File: src/rtl/cla_seq_ctrl_pkg.sv
// Shared types and defaults for the in-array carry-lookahead add sequencer.
// Holds the FSM encoding and the operand sizing defaults.
package cla_seq_ctrl_pkg;

  localparam int NIB_MAX_DEF = 8;
  localparam int IDX_W_DEF   = 3;

  typedef enum logic [1:0] {
    IDLE = 2'd0,
    READ = 2'd1,
    ADD  = 2'd2,
    FIN  = 2'd3
  } state_t;

endpackage

File: src/rtl/cla_seq_ctrl_nib.sv
// Combinational 4-bit carry slice fed by bit-line sensing.
// bl is generate (A&B); NOR(bl,blb) recovers propagate (A^B).
module cla_nib (
  input  logic [3:0] bl,
  input  logic [3:0] blb,
  input  logic       cin,
  output logic [3:0] sum,
  output logic       cout
);

  logic [3:0] prop;

  assign prop = ~(bl | blb);

  // Ripple the carry LSB to MSB through the nibble.
  always_comb begin : ripple
    logic c;
    sum = '0;
    c   = cin;
    for (int i = 0; i < 4; i++) begin
      sum[i] = prop[i] ^ c;
      c      = bl[i] | (prop[i] & c);
    end
    cout = c;
  end

endmodule

File: src/rtl/cla_seq_ctrl.sv
// Nibble-serial add sequencer: reads operand rows, adds, writes result.
// One nibble per READ/ADD pair; FIN reports the final carry.
module cla_seq_ctrl
  import cla_seq_ctrl_pkg::*;
#(
  parameter int NIB_MAX = NIB_MAX_DEF,
  parameter int IDX_W   = IDX_W_DEF
) (
  input  logic             clk,
  input  logic             rst_n,
  input  logic             start,
  input  logic [IDX_W:0]   op_len,
  input  logic             cin_init,
  input  logic             abort,
  input  logic [3:0]       bl,
  input  logic [3:0]       blb,
  output logic             rd_en,
  output logic [IDX_W-1:0] rd_idx,
  output logic             wr_en,
  output logic [IDX_W-1:0] wr_idx,
  output logic [3:0]       wr_data,
  output logic             busy,
  output logic             done,
  output logic             cout
);

  localparam logic [IDX_W:0] LEN_MAX = (IDX_W+1)'(NIB_MAX);
  localparam logic [IDX_W:0] ONE     = (IDX_W+1)'(1);

  state_t         state;
  state_t         state_nx;
  logic [IDX_W:0] idx;
  logic [IDX_W:0] len;
  logic [IDX_W:0] len_in;
  logic           carry;
  logic           cout_q;
  logic           accept;
  logic           last;
  logic [3:0]     nib_sum;
  logic           nib_cout;

  // idx carries one extra bit so the final increment never wraps.
  assign len_in = (op_len > LEN_MAX) ? LEN_MAX : op_len;
  assign accept = start && (state == IDLE);
  assign last   = ((idx + ONE) == len);
  assign busy   = (state != IDLE);

  cla_nib u_nib (
    .bl   (bl),
    .blb  (blb),
    .cin  (carry),
    .sum  (nib_sum),
    .cout (nib_cout)
  );

  // State register.
  always_ff @(posedge clk or negedge rst_n) begin
    if (!rst_n) state <= IDLE;
    else        state <= state_nx;
  end

  // Next state and array strobes; abort gates the write.
  always_comb begin
    state_nx = state;
    rd_en    = 1'b0;
    rd_idx   = '0;
    wr_en    = 1'b0;
    wr_idx   = '0;
    wr_data  = '0;
    done     = 1'b0;
    cout     = cout_q;
    unique case (state)
      IDLE: begin
        if (start)
          state_nx = (len_in == '0) ? FIN : READ;
      end
      READ: begin
        rd_en    = 1'b1;
        rd_idx   = idx[IDX_W-1:0];
        state_nx = abort ? IDLE : ADD;
      end
      ADD: begin
        if (abort) begin
          state_nx = IDLE;
        end else begin
          wr_en    = 1'b1;
          wr_idx   = idx[IDX_W-1:0];
          wr_data  = nib_sum;
          state_nx = last ? FIN : READ;
        end
      end
      FIN: begin
        done     = 1'b1;
        cout     = carry;
        state_nx = IDLE;
      end
      default: state_nx = IDLE;
    endcase
  end

  // Operation context: index, length, running carry, held carry-out.
  always_ff @(posedge clk or negedge rst_n) begin
    if (!rst_n) begin
      idx    <= '0;
      len    <= '0;
      carry  <= 1'b0;
      cout_q <= 1'b0;
    end else begin
      if (accept) begin
        idx   <= '0;
        len   <= len_in;
        carry <= cin_init;
      end else if ((state == ADD) && !abort) begin
        idx   <= idx + ONE;
        carry <= nib_cout;
      end
      if (state == FIN)
        cout_q <= carry;
    end
  end

endmodule
File: config.mk
export PLATFORM = sky130hd
export DESIGN_NAME = cla_seq_ctrl
export DESIGN_NICKNAME = d
export VERILOG_FILES = /design/src/rtl/cla_seq_ctrl_pkg.sv /design/src/rtl/cla_seq_ctrl_nib.sv /design/src/rtl/cla_seq_ctrl.sv
export SDC_FILE = /design/constraint.sdc
export NUM_CORES = 1
export LEC_CHECK = 0
export ABC_AREA = 1
export CORE_UTILIZATION = 38
export CTS_CLUSTER_DIAMETER = 80
export CTS_CLUSTER_SIZE = 28
export DETAILED_ROUTE_END_ITERATION = 8
export PLACE_DENSITY = 0.75
export RECOVER_POWER = 100
export SETUP_SLACK_MARGIN = 0.2
export SLEW_MARGIN = 30
export SYNTH_ARGS = -nofsm -noshare
export SYNTH_HDL_FRONTEND = slang
export SYNTH_SLANG_ARGS = --single-unit
File: constraint.sdc
create_clock -name clk -period 2.2 [get_ports clk]
set_input_delay 0.22 -clock clk [delete_from_list [all_inputs] [get_ports clk]]
set_output_delay 0.22 -clock clk [all_outputs]
set_load 0.01 [all_outputs]
==> out/qor.yml, run 1 <==
cts:
  h-tree-depth: 1
  clock-root-buffer: "clkbuf_4"
  cts.clk_slew.worst_paths_ns: 0.08
  cts_tree: "built"
  cts_inserted_buffers: 3
  clock_sinks: 12
  clock_path_buffers: 2
  cts-hold-fix-buffers: 0
  clk_latency_ns: 0.28
  cts_setup_buffers: 0
detailed_routing:
  first_pass_iters: 4
  drt_iter0_drc: 9
  viasPerCell: 4.744
  finalWirelength_um: 1915
  drc: 0
  wl_per_cell_um: 10.88
  ant_nets: 0
  vias: 835
grt:
  grt_overflow_total: 0
  grt_pass1_wl_um: 3167
  grt_pass1_vias: 754
  grt_max_degree: 13
  antenna_found_initial: 0
  grtUsageTotal_pct: 20.43
die:
  die_h_um: 47.44
  coreArea_mm2: 0.001942
  pin_count: 32
  die_w_um: 47.44
  start_util_pct: 40.40
  fp-row-count: 16
  die-area_mm2: 0.002250
setup_path:
  startpoint: "carry$_DFFE_PN0P_"
  setup.worst_path.class: "flip-flop to output pin"
  end_kind: "output pin"
  crit_path_top_delay_cell: "dfrtp_1"
  reg2reg_from: "carry$_DFFE_PN0P_"
  reg2reg_slack_ns: 0.08
  cp.required_ns: 1.98
  crit_buf_inv: 2
  slowest_delay_ns: 0.39
  cp-start-kind: "flip-flop"
  crit_family: "simple AND/OR/NAND/NOR gates"
  arrival_ns: 2.30
  path_cells: "ha_2 -> or2_4 -> ha_4 -> or2_4 -> ha_4 -> or2_4 -> ha_4 -> inv_2 -> nor2_4 -> buf_6"
  critPathMaxFanout: 2
power:
  vdd_ir_drop_max_mv: 0.5708
  power.density_mw_per_mm2: 938.0
  power_leakage_nw: 0.6180
synthesis:
  synthAdderAreaFrac_pct: 7.974
  synth_cell_type_count: 16
  synth_top_family_by_area: "simple AND/OR/NAND/NOR gates"
  synth_top_area_share_pct: 38.28
  synth_commonest_cells: "23 x nand2_1, 22 x inv_1, 21 x nor2_1, 12 x dfrtp_1, 9 x nand3_1"
  synthesis.instances: 112
  ys_warn_count: 0
  synth_most_common_cell: "nand2_1"
  yosysSeqAreaShare_pct: 38.28
  synth_top_area_cell: "dfrtp_1"
  synthesis.area_um2: 784.5
  synthSimpleGateAreaFrac_pct: 34.45
  synth_edf_count: 0
  synth_compound_area_share_pct: 6.699
  synth_area_leaders: "dfrtp_1 38%, nand2_1 11%, inv_1 11%"
  synth-xor-area-share_pct: 1.116
  syn_avg_cell_area_um2: 7.004
  syn_nets: 134
  ys.flop_type: "dfrtp_1"
  synth_mux_area_share_pct: 0
  async_flop_share_pct: 100.0
  ys_ff_latch: 12
placed_design:
  place.gp.congestion: 0.7662
  place_inst: 172
  post_dp_cell_area_mm2: 0.001199
  dp_hpwl_um: 1562
  post-place-ws_ns: -0.8436
  port_buffers: 31
layout:
  area_growth_pct: 55.02
  layout-drive-gt1-share_pct: 14.09
  design_area_mm2: 0.001216
  final_cells: 176
  nets: 172
  finalCoreUtilization_pct: 62.63
  num_antenna_cells: 0
sta:
  skew_ns: 0.009175
  fmax_ghz: 0.3962
  worst_slack_ns: -0.3238
  final_hold_viol_count: 0
  fin_crit_ns: 2.524
  maxSlewHeadroom_pct: 61.98
  slew_violations: 0
  worstMarginPinSlew_ns: 0.5685
  hold_ws_ns: 0.3641
  setup_viol: 1
  rsz0062_at_grt: "true"
  finalCritPeriodShare_pct: 114.7
job:
  drv_cap: 0
run_status:
  outcome: "finished, violations left"
  violations: "setup timing"
worst_hold_path:
  hold_path.class: "primary input to async pin"
[cell type report]
| cell class | instances | area, um^2 |
|---|---|---|
| timing repair buffer | 33 | 312.8 |
| inverter | 24 | 90.09 |
| multi-input combinational | 76 | 442.9 |
| fill | 193 | 725.7 |
| tap | 27 | 33.78 |
| sequential | 12 | 300.3 |
| clock buffer | 4 | 36.28 |
[worst reg2reg max path, delay by kind of cell, from the launching register on]
family / cells / cell delay, ns
AND/OR/NAND/NOR: 4 / 0.81
adder cells (fa/ha/maj): 4 / 0.62
AO/OA/AOI/OAI: 1 / 0.18
flip-flops: 1 / 0.39
[routing by layer]
metal | global-route usage (%) | part of all wire (%)
met5 | 0 | 0
met4 | 11.43 | 2.2
met3 | 3.019 | 3.1
met2 | 33.70 | 50
met1 | 25.60 | 45
[stage by stage]
| step | setup TNS, ns | power, W |
|---|---|---|
| after floorplan | 0 | 0.0007387 |
| after CTS | -0.3648 | 0.001183 |
| after global placement | -1.624 | 0.0009841 |
| final | -0.3238 | 0.001141 |
| after global routing | -0.4514 | 0.001253 |
| after detailed placement | -1.761 | 0.001005 |
[timing repair]
item,4_1_cts,5_1_grt
endpoints found under the setup margin,4,8
pin swaps,7,4
cloned,0,0
resized for setup,14,3
[sequential cells by signal (all words and copies together), names as in the netlist]
register,count
cout_q,1
len,4
carry,1
idx,4
state,2
[worst paths after layout]
path | end | depth (start not counted)
worst max register to register | carry$_DFFE_PN0P_ | 9
worst min-delay path | len[3]$_DFFE_PN0P_ | 1
max in group asynchronous | cout_q$_DFF_PN0_ | 1
worst min register to register | cout_q$_DFF_PN0_ | 2
min in group clk | cout_q$_DFF_PN0_ | 2
worst max-delay path | wr_data[3] | 10
[cells by family after synthesis]
kind of cell    after synthesis
buf+inv                      24
flops                        12
compound gates                9
simple gates                 61
xor+xnor                      1
fa+ha+maj                     5
[layout by cell type (no fill, tap or decap)]
cell,Yosys,routed
nand4_1,3,3
clkdlybuf4s50_1,0,14
nand3_1,9,9
inv_1,22,20
nor3_4,1,1
xnor2_1,1,1
o21ai_0,4,3
ha_1,5,1
dlygate4sd2_1,0,2
nand2_1,23,24
ha_2,0,1
o22ai_1,3,3
buf_4,0,2
dlygate4sd3_1,0,12
a21oi_1,1,2
clkbuf_4,0,3
nor2_4,0,1
clkbuf_1,0,1
dfrtp_1,12,12
buf_6,0,1
nor2_1,21,20
inv_2,2,4
clkbuf_8,0,1
ha_4,0,3
or2_4,0,3
o21ai_1,0,1
buf_2,0,1
[power by group]
part	internal, W	switching [W]	total [W]
Combinational	0.000261	0.000314	0.000575
Sequential	0.000306	0.0000805	0.000387
Clock	0.000101	0.0000786	0.000179
No activity file was read; power rests on OpenSTA's default activity.
==> run 2, diff against run 1 <==
CAP_MARGIN = 20   (was not set)
CORE_UTILIZATION = 39   (was 38)
CTS_BUF_LIST = sky130_fd_sc_hd__clkbuf_4   (was not set)
PLACE_DENSITY = 0.77   (was 0.75)
==> run 2 against run 1 <==
Compared with the run above:
- the flow still finishes with violations (setup timing)
- critical path depth stayed put
- combinational power rose by 11%
- maximum frequency grew 1.1%
- sequential power up 2%
- design area up 2.4%
- count of clock-buffer cells in the layout fell by 1
- worst setup slack better by 0.027 ns
- register-to-register slack better by 0.13 ns
- clock skew is 0.0022 ns lower
- sequential cell count unchanged
- die area fell by 2.5%
- critical endpoint unchanged
- largest power group unchanged
==> out/qor.yml, run 2 (synthesis results as in run 1) <==
sta:
  finalCritPeriodShare_pct: 113.5  # was 114.7%
  maxSlewHeadroom_pct: 64.02  # was 61.98%
  worst_slack_ns: -0.2967  # was -0.3238 ns
  rsz0062_at_grt: "true"  # unchanged
  fmax_ghz: 0.4005  # was 0.3962 GHz
  setup_viol: 1  # unchanged
  hold_ws_ns: 0.3657  # was 0.3641 ns
  fin_crit_ns: 2.497  # was 2.524 ns
  worstMarginPinSlew_ns: 0.5379  # was 0.5685 ns
  final_hold_viol_count: 0  # unchanged
  slew_violations: 0  # unchanged
  skew_ns: 0.006939  # was 0.009175 ns
detailed_routing:
  vias: 838  # was 835
  ant_nets: 0  # unchanged
  drt_iter0_drc: 7  # was 9
  first_pass_iters: 4  # unchanged
  wl_per_cell_um: 11.05  # was 10.88 um
  drc: 0  # unchanged
  viasPerCell: 4.761  # was 4.744
  finalWirelength_um: 1944  # was 1915 um
cts:
  cts_tree: "built"  # unchanged
  clock-root-buffer: "clkbuf_4"  # unchanged
  cts.clk_slew.worst_paths_ns: 0.07  # was 0.08 ns
  clk_latency_ns: 0.27  # was 0.28 ns
  cts-hold-fix-buffers: 0  # unchanged
  clock_path_buffers: 2  # unchanged
  h-tree-depth: 1  # unchanged
  clock_sinks: 12  # unchanged
  cts_inserted_buffers: 3  # unchanged
power:
  total_power_w: 0.001162  # was 0.001141 W
  vdd_ir_drop_max_mv: 0.6243  # was 0.5708 mV
  power.density_mw_per_mm2: 933.4  # was 938.0 mW/mm^2
  power_leakage_nw: 0.6180  # about the same
layout:
  nets: 175  # was 172
  area_growth_pct: 58.69  # was 55.02%
  num-fill-cells: 164  # was 193
  multi_input_area_um2: 452.9  # was 442.9 um^2
  seqCellArea_um2: 302.8  # was 300.3 um^2
  finalCoreUtilization_pct: 69.10  # was 62.63%
  layout-drive-gt1-share_pct: 18.54  # was 14.09%
  final_cell_mix: "24 x clkdlybuf4s50_1, 23 x nand2_1, 20 x nor2_1, 20 x inv_1, 10 x dfrtp_1"  # was 24 x nand2_1, 20 x nor2_1, 20 x inv_1, 14 x clkdlybuf4s50_1
  final_cells: 176  # unchanged
  largestRegisters: "idx x4, len x4, state x2"  # unchanged
  final_common_cell: "clkdlybuf4s50_1"  # was nand2_1
  num_antenna_cells: 0  # unchanged
setup_path:
  cp.required_ns: 1.98  # about the same
  path_cells: "ha_2 -> or2_4 -> ha_4 -> or2_4 -> ha_4 -> or2_4 -> ha_4 -> inv_2 -> nor2_4 -> buf_6"  # unchanged
  slowest_delay_ns: 0.38  # was 0.39 ns
  arrival_ns: 2.28  # was 2.30 ns
  crit_path_top_delay_cell: "dfrtp_1"  # unchanged
  critPathMaxFanout: 2  # unchanged
  crit_family: "simple AND/OR/NAND/NOR gates"  # unchanged
  cp-start-kind: "flip-flop"  # unchanged
  setup.worst_path.class: "flip-flop to output pin"  # unchanged
  crit_buf_inv: 2  # unchanged
  end_kind: "output pin"  # unchanged
run_status:
  violations: "setup timing"  # unchanged
  outcome: "finished, violations left"  # unchanged
placed_design:
  port_buffers: 31  # unchanged
  place_inst: 171  # was 172
  dp_hpwl_um: 1592  # was 1562 um
  place.gp.congestion: 0.7727  # was 0.7662
worst_hold_path:
  hold_path.class: "primary input to async pin"  # unchanged
grt:
  grt_pass1_wl_um: 3284  # was 3167 um
  grt_pass1_vias: 785  # was 754
  grtUsageTotal_pct: 21.57  # was 20.43%
  grt_overflow_total: 0  # unchanged
  antenna_found_initial: 0  # unchanged
  grt_max_degree: 13  # unchanged
die:
  die_h_um: 46.85  # was 47.44 um
  pin_count: 32  # unchanged
  fp-row-count: 15  # was 16
  start_util_pct: 43.54  # was 40.40%
  die_w_um: 46.85  # was 47.44 um
  coreArea_mm2: 0.001802  # was 0.001942 mm^2
  die-area_mm2: 0.002195  # was 0.002250 mm^2
job:
  drv_cap: 0  # unchanged
[run 2: cell type report]
cell class	count	area share (%)
multi-input combinational	76	36.38
timing repair buffer	36	27.54
sequential	12	24.32
inverter	24	7.437
tap	25	2.513
clock buffer	3	1.809
[run 2: per-stage QoR]
stage / cell area [um^2] / setup WS (ns) / TNS (ns)
2_1_floorplan: 839.6 / 0.07367 / 0
4_1_cts: 1230 / -0.3233 / -0.3233
6_report: 1245 / -0.2967 / -0.2967
5_1_grt: 1245 / -0.3627 / -0.3805
3_5_place_dp: 1204 / -0.8687 / -1.801
3_3_place_gp: 1204 / -0.8127 / -1.541
[run 2: report_power, final]
group | internal, W | total, W | switching, W
clock | 0.0000633 | 0.000131 | 0.0000679
combinational | 0.000311 | 0.000637 | 0.000325
sequential | 0.000310 | 0.000394 | 0.0000841
total | 0.000685 | 0.00116 | 0.000477
[run 2: final timing paths]
path,from,end,slack (ns),cells past startpoint
worst max-delay path,carry$_DFFE_PN0P_,wr_data[3],-0.30,10
worst min-delay path,rst_n,len[2]$_DFFE_PN0P_,0.37,1
worst max register to register,carry$_DFFE_PN0P_,carry$_DFFE_PN0P_,0.21,9
worst min register to register,cout_q$_DFF_PN0_,cout_q$_DFF_PN0_,0.50,2
max in group asynchronous,rst_n,state[0]$_DFFE_PN0P_,1.45,1
min in group clk,cout_q$_DFF_PN0_,cout_q$_DFF_PN0_,0.50,2
[run 2: layer usage]
metal | wire length, um | GRT usage [%]
met5 | 0 | 0
met4 | 55 | 8.571
met3 | 60 | 2.308
met2 | 1014 | 39.17
met1 | 813 | 25.90
[run 2: repair_timing]
action,in CTS,in global routing
cloned,0,0
setup buffers,1,1
gates resized for setup,14,4
pin swaps,5,1
endpoints found under the setup margin,4,7
